--- config.mk ---
export PLATFORM = sky130hd
export DESIGN_NAME = fmul_sched_flat
export DESIGN_NICKNAME = d
export VERILOG_FILES = /design/src/rtl/fmul_sched_pkg.sv /design/src/rtl/fmul_sched_if.sv /design/src/rtl/fmul_rr_arbiter.sv /design/src/rtl/fmul_sched.sv /design/src/flat_wrapper.sv
export SDC_FILE = /design/constraint.sdc
export NUM_CORES = 1
export LEC_CHECK = 0
export ABC_AREA = 1
export CORE_AREA = 2 2 156 158
export DETAILED_ROUTE_END_ITERATION = 16
export DIE_AREA = 0 0 158 160
export PLACE_DENSITY = 0.66
export SLEW_MARGIN = 25
export SYNTH_ARGS = -nofsm -noshare
export SYNTH_HDL_FRONTEND = slang
export SYNTH_HIERARCHICAL = 1
export SYNTH_SLANG_ARGS = --single-unit
export TNS_END_PERCENT = 30
--- constraint.sdc ---
create_clock -name clk -period 2.3 [get_ports clk]
set_input_delay 0.46 -clock clk [delete_from_list [all_inputs] [get_ports clk]]
set_output_delay 0.46 -clock clk [all_outputs]
set_load 0.01 [all_outputs]
--- src/rtl/fmul_sched_pkg.sv ---
// Shared types and helpers for the fmul_sched multiply scheduler.
//   FP_W    : operand/result width (IEEE-754 single)
//   CNT_W   : width of the optional per-requester grant counters
//   ID_W    : requester id width (supports up to MAX_REQ requesters)
//   tag_t   : one tag-pipe stage {valid, id}
//   rr_pick : round-robin one-hot pick from a valid vector and a start pointer
package fmul_sched_pkg;

    localparam int unsigned FP_W    = 32;
    localparam int unsigned CNT_W   = 16;
    localparam int unsigned ID_W    = 3;
    localparam int unsigned MAX_REQ = 8;

    typedef struct packed {
        logic            valid;
        logic [ID_W-1:0] id;
    } tag_t;

    // First set bit of valid at or above ptr, wrapping at n-1 back to 0.
    function automatic logic [MAX_REQ-1:0] rr_pick(
        input logic [MAX_REQ-1:0] valid,
        input logic [ID_W-1:0]    ptr,
        input int unsigned        n
    );
        logic [MAX_REQ-1:0] grant;
        logic               found;
        logic [ID_W-1:0]    idx;
        grant = '0;
        found = 1'b0;
        for (int unsigned k = 0; k < MAX_REQ; k++) begin
            idx = ID_W'((32'(ptr) + k) % n);
            if ((k < n) && !found && valid[idx]) begin
                grant[idx] = 1'b1;
                found      = 1'b1;
            end
        end
        return grant;
    endfunction

endpackage

--- src/rtl/fmul_sched_if.sv ---
// Requester and multiplier-side bus of the fmul_sched scheduler.
//   iReqValid/iReqA/iReqB : per-requester requests (operands packed 32 bits each)
//   oReqReady             : one-hot grant
//   oRspValid/oRspZ       : one-hot response strobe and shared result
//   oMulA/oMulB/iMulZ     : operand outputs to and result input from the multiplier
//   oBusy                 : any operation in flight
//   oGrantCnt             : per-requester grant counters (FMUL_SCHED_STATS_EN only)
// master: requesters + multiplier environment; slave: the scheduler.
interface fmul_sched_if #(
    parameter int unsigned NREQ = 4
);
    import fmul_sched_pkg::*;

    logic [NREQ-1:0]      iReqValid;
    logic [NREQ*FP_W-1:0] iReqA;
    logic [NREQ*FP_W-1:0] iReqB;
    logic [NREQ-1:0]      oReqReady;
    logic [NREQ-1:0]      oRspValid;
    logic [FP_W-1:0]      oRspZ;
    logic [FP_W-1:0]      oMulA;
    logic [FP_W-1:0]      oMulB;
    logic [FP_W-1:0]      iMulZ;
    logic                 oBusy;
`ifdef FMUL_SCHED_STATS_EN
    logic [NREQ*CNT_W-1:0] oGrantCnt;

    modport master (
        output iReqValid, iReqA, iReqB, iMulZ,
        input  oReqReady, oRspValid, oRspZ, oMulA, oMulB, oBusy, oGrantCnt
    );
    modport slave (
        input  iReqValid, iReqA, iReqB, iMulZ,
        output oReqReady, oRspValid, oRspZ, oMulA, oMulB, oBusy, oGrantCnt
    );
`else
    modport master (
        output iReqValid, iReqA, iReqB, iMulZ,
        input  oReqReady, oRspValid, oRspZ, oMulA, oMulB, oBusy
    );
    modport slave (
        input  iReqValid, iReqA, iReqB, iMulZ,
        output oReqReady, oRspValid, oRspZ, oMulA, oMulB, oBusy
    );
`endif

endinterface

--- src/rtl/fmul_rr_arbiter.sv ---
// Round-robin arbiter for fmul_sched: owns the rotating pointer and produces
// a combinational one-hot grant.
//   clk, reset : clock, synchronous active-high reset
//   iValid     : per-requester valid
//   oGrant     : one-hot grant or zero; held at zero while reset is high
module fmul_rr_arbiter
    import fmul_sched_pkg::*;
#(
    parameter int unsigned NREQ = 4
) (
    input  logic            clk,
    input  logic            reset,
    input  logic [NREQ-1:0] iValid,
    output logic [NREQ-1:0] oGrant
);

    logic [ID_W-1:0] ptr;
    logic [ID_W-1:0] ptr_next;
    logic [NREQ-1:0] pick;

    // Grant selection and pointer advance past the granted index.
    always_comb begin
        pick     = '0;
        ptr_next = ptr;
        if (!reset) begin
            pick = NREQ'(rr_pick(MAX_REQ'(iValid), ptr, NREQ));
        end
        for (int unsigned i = 0; i < NREQ; i++) begin
            if (pick[i]) begin
                ptr_next = (i == NREQ - 1) ? '0 : ID_W'(i + 1);
            end
        end
    end

    always_ff @(posedge clk) begin
        if (reset) begin
            ptr <= '0;
        end else begin
            ptr <= ptr_next;
        end
    end

    assign oGrant = pick;

endmodule

--- src/rtl/fmul_sched.sv ---
// Shared-issue scheduler in front of one pipelined FP multiplier.
// Arbitrates NREQ requesters round-robin, registers the granted operands
// toward the multiplier and follows each issue with a {valid,id} tag so the
// result is steered back to its requester MUL_LAT+1 cycles after transfer.
//   clk, reset : clock, synchronous active-high reset
//   bus        : fmul_sched_if slave (requests, responses, multiplier side)
// Optional feature macro: FMUL_SCHED_STATS_EN adds saturating per-requester
// 16-bit grant counters on bus.oGrantCnt.
module fmul_sched
    import fmul_sched_pkg::*;
#(
    parameter int unsigned NREQ    = 4,
    parameter int unsigned MUL_LAT = 3
) (
    input  logic        clk,
    input  logic        reset,
    fmul_sched_if.slave bus
);

    logic [NREQ-1:0] grant;
    logic [NREQ-1:0] xfer;
    logic            any_xfer;
    logic [FP_W-1:0] sel_a;
    logic [FP_W-1:0] sel_b;
    logic [ID_W-1:0] sel_id;
    logic            busy_next;

    tag_t            tags [MUL_LAT+1];
    logic [FP_W-1:0] mul_a;
    logic [FP_W-1:0] mul_b;
    logic [NREQ-1:0] rsp_valid;
    logic [FP_W-1:0] rsp_z;
    logic            busy;

    fmul_rr_arbiter #(.NREQ(NREQ)) u_arb (
        .clk    (clk),
        .reset  (reset),
        .iValid (bus.iReqValid),
        .oGrant (grant)
    );

    assign xfer     = bus.iReqValid & grant;
    assign any_xfer = |xfer;

    // Operand mux from the one-hot transfer vector.
    always_comb begin
        sel_a  = '0;
        sel_b  = '0;
        sel_id = '0;
        for (int unsigned i = 0; i < NREQ; i++) begin
            if (xfer[i]) begin
                sel_a  = bus.iReqA[i*FP_W +: FP_W];
                sel_b  = bus.iReqB[i*FP_W +: FP_W];
                sel_id = ID_W'(i);
            end
        end
    end

    // Busy after the edge: the new stage-0 tag or any tag that shifts on.
    always_comb begin
        busy_next = any_xfer;
        for (int unsigned i = 0; i < MUL_LAT; i++) begin
            busy_next = busy_next | tags[i].valid;
        end
    end

    // Operand registers, tag pipe and response register.
    always_ff @(posedge clk) begin
        if (reset) begin
            mul_a     <= '0;
            mul_b     <= '0;
            rsp_valid <= '0;
            rsp_z     <= '0;
            busy      <= 1'b0;
            for (int unsigned i = 0; i <= MUL_LAT; i++) begin
                tags[i] <= '0;
            end
        end else begin
            mul_a   <= any_xfer ? sel_a : '0;
            mul_b   <= any_xfer ? sel_b : '0;
            tags[0] <= '{valid: any_xfer, id: sel_id};
            for (int unsigned i = 1; i <= MUL_LAT; i++) begin
                tags[i] <= tags[i-1];
            end
            // The last tag stage lines up with the multiplier result on iMulZ.
            rsp_valid <= tags[MUL_LAT].valid ? (NREQ'(1) << tags[MUL_LAT].id) : '0;
            if (tags[MUL_LAT].valid) begin
                rsp_z <= bus.iMulZ;
            end
            busy <= busy_next;
        end
    end

    assign bus.oReqReady = grant;
    assign bus.oMulA     = mul_a;
    assign bus.oMulB     = mul_b;
    assign bus.oRspValid = rsp_valid;
    assign bus.oRspZ     = rsp_z;
    assign bus.oBusy     = busy;

`ifdef FMUL_SCHED_STATS_EN
    // Saturating grant counters, one per requester.
    for (genvar gi = 0; gi < NREQ; gi++) begin : g_cnt
        logic [CNT_W-1:0] cnt_q;
        always_ff @(posedge clk) begin
            if (reset) begin
                cnt_q <= '0;
            end else if (xfer[gi] && (cnt_q != {CNT_W{1'b1}})) begin
                cnt_q <= cnt_q + CNT_W'(1);
            end
        end
        assign bus.oGrantCnt[gi*CNT_W +: CNT_W] = cnt_q;
    end
`endif

endmodule

--- src/flat_wrapper.sv ---
// flat-port wrapper written by rule: the top's interface ports become plain ports
module fmul_sched_flat import fmul_sched_pkg::*;
#(
    parameter int unsigned NREQ    = 4,
    parameter int unsigned MUL_LAT = 3
)
  (clk, reset, bus_iReqValid, bus_iReqA, bus_iReqB, bus_iMulZ, bus_oReqReady, bus_oRspValid, bus_oRspZ, bus_oMulA, bus_oMulB, bus_oBusy);
  fmul_sched_if #(.NREQ(NREQ)) bus_i ();
  input  logic clk;
  input  logic reset;
  input wire logic [$bits(bus_i.iReqValid)-1:0] bus_iReqValid;
  input wire logic [$bits(bus_i.iReqA)-1:0] bus_iReqA;
  input wire logic [$bits(bus_i.iReqB)-1:0] bus_iReqB;
  input wire logic [$bits(bus_i.iMulZ)-1:0] bus_iMulZ;
  output wire logic [$bits(bus_i.oReqReady)-1:0] bus_oReqReady;
  output wire logic [$bits(bus_i.oRspValid)-1:0] bus_oRspValid;
  output wire logic [$bits(bus_i.oRspZ)-1:0] bus_oRspZ;
  output wire logic [$bits(bus_i.oMulA)-1:0] bus_oMulA;
  output wire logic [$bits(bus_i.oMulB)-1:0] bus_oMulB;
  output wire logic [$bits(bus_i.oBusy)-1:0] bus_oBusy;
  assign bus_i.iReqValid = bus_iReqValid;
  assign bus_i.iReqA = bus_iReqA;
  assign bus_i.iReqB = bus_iReqB;
  assign bus_i.iMulZ = bus_iMulZ;
  assign bus_oReqReady = bus_i.oReqReady;
  assign bus_oRspValid = bus_i.oRspValid;
  assign bus_oRspZ = bus_i.oRspZ;
  assign bus_oMulA = bus_i.oMulA;
  assign bus_oMulB = bus_i.oMulB;
  assign bus_oBusy = bus_i.oBusy;
  fmul_sched #(.NREQ(NREQ), .MUL_LAT(MUL_LAT)) u_core (.clk(clk), .reset(reset), .bus(bus_i));
endmodule
# ---- Word-level counts from Yosys, hierarchy flattened
# Memories as Yosys holds them, arrays and structs flattened.
# Cells that the tools add are included.
dict set report totals {
  n_memories 1
  wordCells 98
  mem_bits_ro 0
  latch_bits 0
  ram_bits 16
  output_inout_bits 105
  reg_bits 103
}
# name depth word_bits rd rd_clocked_by_memory_dff wr line_no
set memory_table {}
lappend memory_table {u_core.tags 4 4 4 0 4 fmul_sched.sv:28} ;# tag_t tags [MUL_LAT+1];
dict set report op_classes {
  div 0
  eq_ne 0
  n_shift 1
  mul 0
  n_reduce_logical 15
  n_addsub 3
  mux 51
  magnitude_cmp 8
  bitwise 13
}
# operator count
set op_table {}
lappend op_table {{$mux W32} 8}
lappend op_table {{$mux W4} 12}
lappend op_table {{$mux W1} 18}
lappend op_table {{$lt A2 B4 Y1 const B} 4}
lappend op_table {{$or A4 B4 Y4} 3}
lappend op_table {{$mux W2} 5}
lappend op_table {{$bmux W1 S2} 4}
lappend op_table {{$demux W1 S2} 4}
lappend op_table {{$ge A2 B1 Y1 const B} 4}
lappend op_table {{$logic_and A1 B1 Y1} 7}
lappend op_table {{$or A1 B1 Y1} 7}
lappend op_table {{$reduce_or A2 Y1} 3}
lappend op_table {{$add A2 B2 Y2 const B} 2}
lappend op_table {{$and A4 B4 Y4} 1}
lappend op_table {{$reduce_or A4 Y1} 1}
lappend op_table {{$shl A1 B3 Y4 const A} 1}
lappend op_table {{$logic_not A1 Y1} 3}
lappend op_table {{$reduce_bool A3 Y1} 1}
lappend op_table {{$add A2 B1 Y2 const B} 1}
lappend op_table {{$not A1 Y1} 2}

# ---- Depth between registers and ports, before layout
# Gate-level depths: netlist (run 1).
dict set report depth {
  word_depth 21
  mapped_depth 18
}

# ---- Cells and area by module
# The synthesis (run 1) kept the hierarchy.
# module cells_per_inst area_each_um2 n_inst
set by_module_without_submodules {}
lappend by_module_without_submodules {fmul_sched 970 6098.3 1}
lappend by_module_without_submodules {fmul_rr_arbiter 91 536.8 1}

# ---- Worst setup path before layout (run 1)
# No wires, ideal clock.
dict set report synth_path {
  kind {flip-flop to flip-flop}
  start {reg u_core.u_arb.ptr[0]}
  end {reg u_core.mul_b[19], in the netlist u_core/bus.oMulB[19]}
  arrival_ns 2.509
  setup_time_ns 0.114
  path_slack_ns -0.323
  stages_incl_launch_ff 16
  required_time_ns 2.186
  synth_period_minus_slack_ns 2.623
  path_cell_list {dfxtp_1 inv_2 ha_1 inv_1 nand3_1 nand2_1 nand2_4 nor2_4 nand2_1 a21oi_1 nand2_2 buf_6 clkbuf_2 or2_1 nand3_1 nor2_1}
}
dict set report synth_between {
  elab_cells_between_ends 62
  classes_between {add/sub: 3; order compare: 8; mux: 34; bitwise: 5; reduce/logical: 12}
}
# item line_no
set synth_rtl {}
lappend synth_rtl {{start: declaration} fmul_rr_arbiter.sv:17} ;# logic [ID_W-1:0] ptr;
lappend synth_rtl {{start signal: assignment} fmul_rr_arbiter.sv:39} ;# ptr <= ptr_next;
lappend synth_rtl {{branches (longest 14 deep; another with $lt A2 B4 Y1)} -}
lappend synth_rtl {{$mux W4 (*)} fmul_sched_pkg.sv:32} ;# if ((k < n) && !found && valid[idx]) begin
lappend synth_rtl {{$mux W4 (*)} fmul_rr_arbiter.sv:25} ;# if (!reset) begin
lappend synth_rtl {{net bus_oReqReady[3]} flat_wrapper.sv:15} ;# output wire logic [$bits(bus_i.oReqReady)-1:0] bus_oReqReady;
lappend synth_rtl {{$and A4 B4 Y4 (*)} fmul_sched.sv:42} ;# assign xfer = bus.iReqValid & grant;
lappend synth_rtl {{$reduce_or A4 Y1} fmul_sched.sv:43} ;# assign any_xfer = |xfer;
lappend synth_rtl {{$not A1 Y1 (no source line)} -}
lappend synth_rtl {{$reduce_or A2 Y1 (no source line)} -}
lappend synth_rtl {{end signal: assignment} fmul_sched.sv:80} ;# mul_b <= any_xfer ? sel_b : '0;
lappend synth_rtl {{end: declaration} fmul_sched.sv:30} ;# logic [FP_W-1:0] mul_b;
# Mark *: on every way through the listed nets, which the timed path passes. The select of a mux whose other input is x is not followed.
# A chain may end at the register's enable or synchronous reset.

# ---- Worst setup path in the final report (run 1)
dict set report layout_path {
  start {reg u_core.u_arb.ptr[0]}
  end {out bus_oReqReady[3]}
}
dict set report layout_between {
  elab_chain_len 16
  elab_cells_between_ends 54
  classes_between {add/sub: 3; order compare: 8; mux: 30; bitwise: 3; reduce/logical: 10}
}
# item line_no
set layout_lines {}
lappend layout_lines {{branches (longest 14 deep; another with $lt A2 B4 Y1)} -}
lappend layout_lines {{$mux W4 (*)} fmul_sched_pkg.sv:32}
lappend layout_lines {{$mux W4 (*)} fmul_rr_arbiter.sv:25}
lappend layout_lines {{end: declaration} flat_wrapper.sv:15}
# Every way passes the cells marked *. The select of a mux whose other input is x is not followed.

==> summary.txt, run 1 <==
Timing
  – Count of final setup violators: 67
  – Final hold violation count: 0
  – Setup_tns: -4.34 ns
  – Slew headroom: between 20% and 30%
  – Fmax: just over 400 MHz
  – Final worst path period share: 105%
  – Final min period: roughly 2.4 ns
  – Max Slew Vio Count: 0
  – Measured slew at the worst slew-check pin: ~1.1 ns
  – Clock Skews: ~0.016 ns
  – Post-route setup slack: -0.125 ns
  – RSZ-0062 raised after global routing: yes

Setup path
  – Critical-path maximum fanout: 4
  – Crit Reg-Reg Startpoint: u_core/u_arb/ptr[0]$_SDFFE_PP0P_
  – Worst r2r path cells: 16
  – Critical path required time: between 1.5 and 2 ns
  – Reg-to-Reg End: u_core/bus.oMulB[27]$_SDFF_PP0_
  – FF-to-FF setup slack: -0.11 ns
  – CP startpoint kind: flip-flop
  – Worst EP arrival: between 1.5 and 2 ns
  – Setup CP Type: reg -> out
  – Crit path capture type: output pin

Logic synthesis
  – Count leader, synth: nor2_1
  – Synth cell types: 26
  – Dominant synthesized flop cell: dfxtp_1
  – Post-synth ARST share: 0%
  – Post-synth EDFFs: 0
  – Syn Area/Cell: around 6.3 um^2
  – Cells after Synth: between 1000 and 1500
  – Top cells by count, synth: nor2_1, nand2_1, nand3_1, dfxtp_1, a21oi_1
  – Register area share after synthesis: a little over a third
  – Yosys top cell area share: 34.7%
  – Top cells by area, synth: dfxtp_1, nor2_1, nand2_1, nand3_1, a21oi_1
  – Mapped Area: 0.00664 mm^2
  – Syn nets: about 1400
  – FF+latch count, synth: between 100 and 150
  – Largest area contributor in the netlist: dfxtp_1
  – Ys Warns: 6

Floorplan
  – Die height: between 150 and 200 um
  – Die W: between 150 and 200 um
  – Die footprint: between 0.02 and 0.03 mm^2
  – CORE AREA: 0.0238 mm^2
  – Io pins: 399
  – Row Count: between 50 and 60
  – Starting density of the core: 27.9%

Drt
  – Routed len/inst: approximately 17 um
  – Top Layer Used: met4
  – Wire length on met1: approximately 12000 um
  – Wire length on met3: 2550 um
  – Vias: between 8000 and 9000
  – Vias/cell: around 4.7
  – Routed Antenna Nets: 0
  – DR DRC count: 0
  – Met2 wire len: between 15000 and 20000 um
  – Routed WL: 30900 um
  – Drt initial violations: 601
  – Drt first pass iters: 6

Layout
  – Synth-to-layout area growth: 92.7%
  – Util after Layout: 53.7%
  – Nets: between 1500 and 2000
  – Post-route design area: ~0.013 mm^2
  – Share of layout cells above drive strength 1: around 18%

Global route
  – Total grt overflow: 0
  – Vias in the first global route: approximately 8000
  – Initial antenna violation count: 2
  – First-pass GRT wire length: 41700 um
  – Largest net degree at the start of global routing: 63
  – Global Route Usage Sum: between 20% and 30%

Clock tree
  – CTS Hold Buffers Added: 0
  – Clock sinks: around 120
  – Skew-Pair Late Insertion Delay: slightly above 0.4 ns
  – Clock slew at reported path FFs: approximately 0.060 ns
  – Htree depth: 4
  – Max clock buf depth: 2
  – CTS root buf: clkbuf_16
  – CTS tree: done
  – CTS buffer count: 17

Power and ir drop
  – VDD IR-drop max: about 430 uV
  – PwrDens: just over 900 mW/mm^2
  – Leak: about 5.5 nW

Worst hold path
  – Hold depth: 2
  – Worst hold start: u_core/tags[2][0]$_SDFF_PP0_
  – Hold WC Path Type: reg -> reg
  – Worst Hold End: u_core/tags[3][0]$_SDFF_PP0_

Placement
  – Routability cong.: 0.844
  – Input/output buffers: approximately 400
  – Post-DP Area: approximately 0.011 mm^2
  – Detailed Place HPWL: about 20000 um

Run
  – Max-cap violation count: 0

Run status
  – Failing checks: setup timing
  – Status: finished, violations left
-- stage by stage --
step / setup WS, ns / hold slack, ns / cells / total power, mW
6_report: -0.125 / 0.391 / 1833 / 11.8
5_1_grt: -0.243 / 0.401 / 1833 / 12.5
4_1_cts: -0.0756 / 0.392 / 1808 / 10.6
3_5_place_dp: -0.587 / 0.393 / 1770 / 7.61
3_3_place_gp: -0.570 / 0.390 / 1770 / 7.57
2_1_floorplan: 0.00376 / 0.388 / 1061 / 5.43
-- timing repair --
| item | CTS | global route |
|---|---|---|
| resized for setup | 45 | 80 |
| setup endpoints to repair | 70 | 70 |
| pin swaps | 23 | 53 |
| gates cloned | 2 | 13 |
| setup buffers | 4 | 10 |
-- layout by cell type, fill, tap and decap left out, types with 24 or more instances in the layout --
cell type	Yosys	layout
nand3_1	148	126
nor2_1	275	257
inv_1	29	24
dfxtp_1	115	113
clkbuf_16	0	27
a21oi_1	69	54
or2_2	41	35
o21ai_0	33	32
nand2_1	222	213
clkdlybuf4s50_1	0	390
buf_4	5	46
-- where the power goes --
| group | total, mW | internal [mW] | switching, mW | leakage [nW] |
|---|---|---|---|---|
| Combinational | 6.93 | 3.30 | 3.63 | 4.29 |
| Sequential | 2.22 | 2.16 | 0.0608 | 0.929 |
| Clock | 2.62 | 1.45 | 1.17 | 0.281 |
| Total | 11.8 | 6.92 | 4.86 | 5.50 |
-- flip-flops by register name, indices dropped and copies added, names as in the netlist --
signal and cells:
u_core/bus.oMulA 32, u_core/bus.oMulB 32, u_core/bus.oRspZ 32, u_core/tags 12, u_core/bus.oRspValid 4, u_core/u_arb/ptr 2
u_core/bus.oBusy 1
-- final cells by class --
type	count	area, um^2
fill	2283	11000
timing repair buffer	492	5240
multi-input combinational	836	4130
sequential	115	2300
clock buffer	17	425
tap	324	405
clock inverter	15	156
inverter	32	128
antenna	2	5.00
-- worst max-delay path by stage --
stage | to | startpoint
floorplan | u_core/bus.oMulB[19]$_SDFF_PP0_ | u_core/u_arb/ptr[0]$_SDFFE_PP0P_
global placement | bus_oReqReady[1] | bus_iReqValid[1]
detailed placement | bus_oReqReady[3] | bus_iReqValid[1]
CTS | bus_oReqReady[2] | u_core/u_arb/ptr[0]$_SDFFE_PP0P_
global route | bus_oReqReady[3] | u_core/u_arb/ptr[0]$_SDFFE_PP0P_
finish | bus_oReqReady[3] | u_core/u_arb/ptr[0]$_SDFFE_PP0P_
-- worst max-delay path: stages (launching register included) --
cell and delay [ns]:
dfxtp_2 0.35, inv_4 0.04, ha_4 0.29, nand3_2 0.09, nand2_2 0.09, nand2_4 0.07
nor2_4 0.14, a21oi_2 0.09, a21oi_2 0.16, buf_4 0.13, buf_6 0.09
-- logic make-up (layout without fill, tap and decap cells) --
logic type	after synthesis	after routing	share of synthesized area, %
fa+ha+maj	6	6	1.13
compound gates	103	103	7.77
flops	115	115	34.7
buf+inv	110	556	8.34
other cells	0	2	0
simple gates	727	727	48.1
-- routing by layer --
metal | vias to the layer above | track usage [%]
li1 | 4241 | -
met1 | 3916 | 24.8
met2 | 398 | 36.9
met3 | 44 | 5.89
met4 | 0 | 7.41
met5 | - | 0
Power figures use the tool's default switching activity.
==> run 2, diff against run 1 <==
--- a/config.mk
+++ b/config.mk
@@ -6,10 +6,9 @@
 export NUM_CORES = 1
 export LEC_CHECK = 0
 export ABC_AREA = 1
-export CORE_AREA = 2 2 156 158
+export CORE_AREA = 2 2 157 159
 export DETAILED_ROUTE_END_ITERATION = 16
-export DIE_AREA = 0 0 158 160
-export PLACE_DENSITY = 0.66
+export DIE_AREA = 0 0 159 161
 export SLEW_MARGIN = 25
 export SYNTH_ARGS = -nofsm -noshare
 export SYNTH_HDL_FRONTEND = slang
==> constraint.sdc (replaced) <==
create_clock -name clk -period 2.5 [get_ports clk]
set_input_delay 0.5 -clock clk [delete_from_list [all_inputs] [get_ports clk]]
set_output_delay 0.5 -clock clk [all_outputs]
set_load 0.01 [all_outputs]
==> run 2 against run 1 <==
  * The run now ends clean
  * Highest routed layer is now met5
  * Cell count is 0.16% lower
  * Count of clock-buffer cells in the layout is the same
  * Worst setup slack better by 0.18 ns
  * Global-route usage is 0.31 points higher
  * Clock skew decreased by 0.0015 ns
  * Via count shrank 2.3%
  * Utilization down 2.4 points
  * Critical path type unchanged
  * Combinational power is 21% lower
  * Sequential share of layout area rose by 0.73 points
  * Critical path depth up 2
  * First-iteration DRC count is 9.5% lower
==> summary.txt, run 2 (synthesis gave the netlist of run 1 again) <==
Clock tree
  – CTS buffer count: 17 (unchanged)
  – CTS tree: done
  – CTS Hold Buffers Added: 0 (unchanged)
  – CTS root buf: clkbuf_16
  – Htree depth: 4 (unchanged)
  – Max clock buf depth: 2 (unchanged)
  – Clock slew at reported path FFs: 0.07 ns (about the same)
  – Clock sinks: 115 (unchanged)
  – Skew-Pair Late Insertion Delay: 0.42 ns (about the same)

Power and ir drop
  – Gate power share: 54.9% (-4.0 points)
  – Sw Share: 40.6% (-0.63 points)
  – P_sw: 4.03 mW (-17%)
  – Clock share of power: 24.5% (+2.3 points)
  – PwrDens: 808 mW/mm^2 (-12%)
  – VDD IR-drop max: 504 uV (+17%)
  – Power Total: 9.93 mW (-16%)
  – Leak: 5.37 nW (-2.3%)
  – Sequential share of power: 20.6% (+1.7 points)
  – Internal power: 5.90 mW (-15%)

Layout
  – Synth-to-layout area growth: 85.2%
  – Share of layout cells above drive strength 1: 14.7% (-2.8 points)
  – Nets: 1793 (-0.056%)
  – Commonest non-fill, non-tap cell in the layout: clkdlybuf4s50_1
  – # diodes: 0 (-2)
  – # fillers: 2393 (+4.8%)
  – Most frequent cells in the layout: clkdlybuf4s50_1, nor2_1, nand2_1

Drt
  – Routed len/inst: 16.0 um (-5.2%)
  – Routed Antenna Nets: 0 (unchanged)
  – Met2 wire len: 14400 um (-7.1%)
  – Vias: 8403 (-2.3%)
  – Wire length on met3: 1950 um (-24%)
  – Drt first pass iters: 5 (-1)
  – Drt initial violations: 544 (-9.5%)
  – Top Layer Used: met5
  – DR DRC count: 0 (unchanged)
  – Routed WL: 29200 um (-5.3%)
  – Wire length on met1: 11900 um (-0.96%)
  – Vias/cell: 4.59 (-2.1%)

Timing
  – Worst hold margin: 0.399 ns (+0.00852 ns)
  – Final hold violation count: 0 (unchanged)
  – Max Slew Vio Count: 0 (unchanged)
  – Clock Skews: 0.0147 ns (-0.00150 ns)
  – Measured slew at the worst slew-check pin: 0.946 ns (-0.107 ns)
  – Fmax: a little over 400 MHz
  – Final min period: approximately 2.4 ns
  – RSZ-0062 raised after global routing: yes
  – Slew headroom: 36.6% (+6.8 points)
  – Count of final setup violators: 0 (-100%)
  – Final worst path period share: a little over nine tenths

Placement
  – Routability cong.: 0.882 (+4.6%)
  – Input/output buffers: 398 (unchanged)
  – Detailed Place HPWL: 21600 um (+5.6%)

Setup path
  – Crit path capture type: output pin
  – CP Launch Point: u_core/u_arb/ptr[1]$_SDFFE_PP0P_
  – Critical path required time: 2.00 ns (+0.16 ns)
  – Critical-path cell list: inv_2 > ha_4 > inv_4 > nand3_2 > nand2_2 > nand2_4 > nor2_4 > nand2_1 > nand3_2 > nand2_2 > inv_2 > buf_2
  – Worst EP arrival: 1.95 ns (about the same)
  – CP startpoint kind: flip-flop
  – Worst path slowest cell: dfxtp_2
  – Crit path largest cell delay: 0.33 ns (-0.02 ns)
  – Setup CP Type: reg -> out
  – Critical-path maximum fanout: 4 (unchanged)
  – Crit Reg-Reg Startpoint: u_core/u_arb/ptr[1]$_SDFFE_PP0P_

Global route
  – Global Route Usage Sum: 21.5% (+0.31 points)
  – Initial antenna violation count: 1 (-1)
  – First-pass GRT wire length: 43400 um (+4.1%)
  – Vias in the first global route: 8033 (+1.7%)
  – Largest net degree at the start of global routing: 66 (+4.8%)
  – Total grt overflow: 0 (unchanged)

Floorplan
  – Die footprint: 0.0256 mm^2 (+1.3%)
  – Starting density of the core: 27.7% (-0.17 points)
  – Die W: 159 um (+0.63%)
  – CORE AREA: 0.0240 mm^2 (+0.60%)
  – Row Count: 57 (unchanged)
  – Io pins: 399 (unchanged)
  – Die height: 161 um (+0.63%)

Run status
  – Status: finished, final reports clean

Worst hold path
  – Hold WC Path Type: reg -> reg
  – Worst hold start: u_core/tags[2][1]$_SDFF_PP0_

Run
  – Max-cap violation count: 0 (unchanged)
run 2: cell types whose count changed in the layout (fill, tap and decap cells not counted), moves of 8 or more:
cell / change
buf_4: +18
nand3_1: +17
nand3_2: -15
nor2_1: +14
a21oi_1: +11
a21oi_2: -11
clkbuf_16: -8
nor2_4: -8
run 2: per-stage QoR:
stage	utilization, %	instance area [um^2]	TNS [ns]	setup slack, ns	instances
CTS	50.5	12100	0	0.0307	1827
global route	51.3	12300	-1.41	-0.0884	1830
global placement	47.8	11500	-21.88	-0.403	1787
detailed placement	47.8	11500	-24.58	-0.430	1787
floorplan	-	6640	0	0.0441	1061
finish	51.3	12300	0	0.0519	1830
run 2: power groups by stage:
stage	clock [mW]	sequential [mW]	combinational [mW]
floorplan	0	2.15	2.81
global route	2.58	2.06	5.97
CTS	2.50	2.04	5.19
detailed placement	0	2.08	5.05
finish	2.44	2.04	5.45
global placement	0	2.08	5.04
run 2: worst max-delay path: cells and delay by family, from the launching register on:
| kind | cells | cell delay, ns |
|---|---|---|
| AND/OR/NAND/NOR | 7 | 0.60 |
| buffers and inverters | 4 | 0.33 |
| flip-flops | 1 | 0.33 |
| adder cells (fa/ha/maj) | 1 | 0.26 |
run 2: layout make-up:
class / instances / area, um^2 / share of cell area (%)
clock buffer: 17 / 425 / 3.46
clock inverter: 15 / 156 / 1.27
inverter: 32 / 125 / 1.02
multi-input combinational: 836 / 3900 / 31.7
sequential: 115 / 2300 / 18.8
tap: 324 / 405 / 3.30
timing repair buffer: 491 / 4970 / 40.5
run 2: per-layer routing:
metal  vias to the layer above  global-route usage [%]
met3                        58                    6.06
li1                       4221                       -
met5                         -                       0
met4                         2                    8.22
met2                       320                    37.8
met1                      3802                    24.9
run 2: worst paths after layout:
path / slack (ns) / to / cells past startpoint
worst max-delay path: 0.05 / bus_oReqReady[2] / 12
worst min-delay path: 0.40 / u_core/tags[3][1]$_SDFF_PP0_ / 2
worst max register to register: 0.08 / u_core/u_arb/ptr[0]$_SDFFE_PP0P_ / 21
worst min register to register: 0.40 / u_core/tags[3][1]$_SDFF_PP0_ / 2
run 2: timing repair:
action | CTS | global route
gates resized for setup | 23 | 36
pin swaps | 0 | 18
gates cloned | 0 | 2
setup buffers | 8 | 1
endpoints found under the hold margin | 0 | 0
setup endpoints to repair | 67 | 71
==> run 3, diff against run 2 <==
--- a/config.mk
+++ b/config.mk
@@ -5,10 +5,9 @@
 export SDC_FILE = /design/constraint.sdc
 export NUM_CORES = 1
 export LEC_CHECK = 0
-export ABC_AREA = 1
-export CORE_AREA = 2 2 157 159
+export CORE_AREA = 2 2 153 155
 export DETAILED_ROUTE_END_ITERATION = 16
-export DIE_AREA = 0 0 159 161
+export DIE_AREA = 0 0 155 157
 export SLEW_MARGIN = 25
 export SYNTH_ARGS = -nofsm -noshare
 export SYNTH_HDL_FRONTEND = slang
==> run 3 against run 2 <==
  * The run now ends with setup timing left
  * Synthesized cell count down 40%
  * Via count down 16%
  * Sequential share of layout area down 0.15 points
  * Sequential power up 9.8%
  * Non-clock buffer count up 14
  * Clock power up 9.4%
  * Critical path depth up 1
  * Synthesized area down 7.5%
==> summary.txt, run 3 <==
Power and ir drop
  – VDD IR-drop max: 384 uV (-24%)
  – PwrDens: 774 mW/mm^2 (-4.2%)
  – Leak: 4.30 nW (-20%)

Floorplan
  – Die W: 155 um (-2.5%)
  – Io pins: 399 (unchanged)
  – Die height: 157 um (-2.5%)
  – CORE AREA: 0.0225 mm^2 (-6.1%)
  – Die footprint: 0.0243 mm^2 (-4.9%)
  – Starting density of the core: 27.3% (-0.42 points)
  – Row Count: 55 (-3.5%)

Timing
  – Max Slew Vio Count: 0 (unchanged)
  – Fmax: 330 MHz (-19%)
  – Final hold violation count: 0 (unchanged)
  – Final min period: 3.03 ns (+0.582 ns)
  – Setup_tns: -30.63 ns (-30.63 ns)
  – RSZ-0062 raised after global routing: yes
  – Slew headroom: 57.0% (+20 points)
  – Measured slew at the worst slew-check pin: 0.645 ns (-0.301 ns)
  – Count of final setup violators: 74 (+74)
  – Clock Skews: 0.0137 ns (-0.00109 ns)
  – Final worst path period share: 121% (+23 points)
  – Post-route setup slack: -0.530 ns (-0.582 ns)
  – Worst hold margin: 0.433 ns (+0.0339 ns)

Drt
  – DR DRC count: 0 (unchanged)
  – Routed len/inst: 21.9 um (+37%)
  – Routed Antenna Nets: 0 (unchanged)
  – Vias: 7025 (-16%)
  – Drt initial violations: 350 (-36%)
  – Drt first pass iters: 5 (unchanged)
  – Vias/cell: 5.01 (+9.2%)
  – Routed WL: 30600 um (+4.9%)

Placement
  – Detailed Place HPWL: 21300 um (-1.3%)
  – Routability cong.: 0.893 (+1.3%)
  – Input/output buffers: 398 (unchanged)
  – Dpl ws: -0.921 ns (-0.491 ns)

Clock tree
  – Clock slew at reported path FFs: 0.07 ns (about the same)
  – CTS tree: done
  – CTS root buf: clkbuf_16
  – CTS buffer count: 17 (unchanged)
  – Clock sinks: 115 (unchanged)
  – Htree depth: 4 (unchanged)
  – Skew-Pair Late Insertion Delay: 0.42 ns (about the same)
  – CTS Hold Buffers Added: 0 (unchanged)
  – Max clock buf depth: 2 (unchanged)

Layout
  – Synth-to-layout area growth: 102%
  – Most frequent cells in the layout: clkdlybuf4s50_1, dfxtp_1, nor2_1
  – # fillers: 1958 (-18%)
  – Share of layout cells above drive strength 1: 27.5% (+13 points)
  – Commonest non-fill, non-tap cell in the layout: clkdlybuf4s50_1
  – Nets: 1399 (-22%)
  – Util after Layout: 55.1% (+3.8 points)

Logic synthesis
  – Largest area contributor in the netlist: dfxtp_1
  – Post-synth EDFFs: 0 (unchanged)
  – Cells after Synth: 638 (-40%)
  – Ys Warns: 6 (unchanged)
  – Post-synth ARST share: 0% (unchanged)
  – Synth cell types: 44 (+69%)
  – Top cells by count, synth: dfxtp_1, nor2_1, nor3_1, nand3_1, a2111oi_2
  – FF+latch count, synth: 115 (unchanged)
  – Yosys top cell area share: 37.5% (+2.8 points)
  – Syn Area/Cell: 9.62 um^2 (+54%)
  – Top cells by area, synth: dfxtp_1, a2111oi_2, a21oi_2, nor2_1, nor3_1
  – Count leader, synth: dfxtp_1
  – Dominant synthesized flop cell: dfxtp_1
  – Syn nets: 938 (-31%)
  – Mapped Area: 0.00614 mm^2 (-7.5%)
  – Register area share after synthesis: 37.5% (+2.8 points)

Global route
  – Largest net degree at the start of global routing: 46 (-30%)
  – Initial antenna violation count: 7 (+6)
  – Global Route Usage Sum: 23.1% (+1.5 points)
  – Total grt overflow: 0 (unchanged)
  – First-pass GRT wire length: 42600 um (-2.0%)
  – Vias in the first global route: 7061 (-12%)

Setup path
  – Worst EP arrival: 3.29 ns (+1.34 ns)
  – CP delay by family, top: compound AO/OA/AOI/OAI gates
  – Crit path capture type: flip-flop
  – Setup CP Type: reg -> reg
  – Worst path slowest cell: dfxtp_2
  – Critical path required time: 2.76 ns (+0.76 ns)
  – Critical-path cell list: clkinvlp_4 > ha_4 > mux4_2 > nor2b_4 > a22o_1 > a221o_1 > nor2b_4 > buf_6 > a22o_4 > buf_6 > clkbuf_16 > a21oi_2 > a2111oi_2
  – CP bufs+invs: 4 (unchanged)
  – Critical-path maximum fanout: 6 (+2)
  – Crit path largest cell delay: 0.36 ns (+0.03 ns)
  – CP startpoint kind: flip-flop

Run status
  – Status: finished, violations left
  – Failing checks: setup timing

Run
  – Max-cap violation count: 0 (unchanged)

Worst hold path
  – Hold WC Path Type: reg -> reg
## run 3: cell types whose count changed after synthesis, sizes merged, moves of 63 or more
cell     delta
nor2      -175
a2111oi    +63
nand3      -89
nor3       +68
nand2     -227
or2        -63
## run 3: metrics by stage
stage | cell area [um^2] | cells | power [mW]
3_5_place_dp | 10800 | 1329 | 6.13
2_1_floorplan | 6250 | 638 | 4.35
6_report | 12400 | 1401 | 9.59
4_1_cts | 11700 | 1376 | 9.06
5_1_grt | 12400 | 1400 | 10.0
3_3_place_gp | 10800 | 1329 | 6.11
## run 3: power breakdown
part           leakage, nW  switching, mW  total, mW  internal [mW]
sequential           0.934          0.111       2.24           2.13
combinational         3.07           2.09       4.68           2.59
clock                0.301          0.991       2.67           1.68
## run 3: worst reg2reg max path: cells and delay by family (launching register included)
kind	cells	cell delay [ns]
AOI/OAI and AO/OA	5	0.98
buffers and inverters	4	0.56
DFF	1	0.36
muxes	1	0.36
and+or+nand+nor	2	0.32
adders and majority gates	1	0.30
## run 3: metal layers
layer	routed length, um	track usage [%]
met5	0	0
met4	918	9.04
met3	1940	6.39
met2	14700	38.8
met1	13100	28.0
## run 3: layout make-up
class,count,area (um^2),area share [%]
Antenna cell,5,12.5,0.101
Clock buffer,17,425,3.43
Clock inverter,14,201,1.63
Inverter,5,22.5,0.182
Multi-Input combinational cell,455,3820,30.8
Sequential cell,115,2300,18.6
Tap cell,285,357,2.88
Timing Repair Buffer,505,5250,42.3
## run 3: final timing paths
kind,from,endpoint,slack (ns),depth (start not counted)
setup / recovery,u_core/u_arb/ptr[0]$_SDFFE_PP0P_,u_core/bus.oMulA[3]$_SDFF_PP0_,-0.53,13
hold reg to reg,u_core/tags[2][1]$_SDFF_PP0_,u_core/tags[3][1]$_SDFF_PP0_,0.43,1
hold / removal,u_core/tags[2][1]$_SDFF_PP0_,u_core/tags[3][1]$_SDFF_PP0_,0.43,1
setup reg to reg,u_core/u_arb/ptr[0]$_SDFFE_PP0P_,u_core/bus.oMulA[3]$_SDFF_PP0_,-0.53,13
## run 3: cells by family (layout without fill, tap and decap cells)
logic type,count (synthesis),in the layout,share of synthesized area (%)
AOI/OAI and AO/OA,150,151,26.5
adders and majority gates,6,6,1.22
buffers and inverters,70,541,8.44
DFF,115,115,37.5
muxes,36,36,6.32
other,0,5,0
and+or+nand+nor,261,262,20.0
## run 3: what timing repair did
item,CTS,global route
pin swaps,11,20
resized for setup,29,69
cloned,2,11
setup endpoints to repair,72,74
hold endpoints to repair,0,0
buffers inserted,14,10
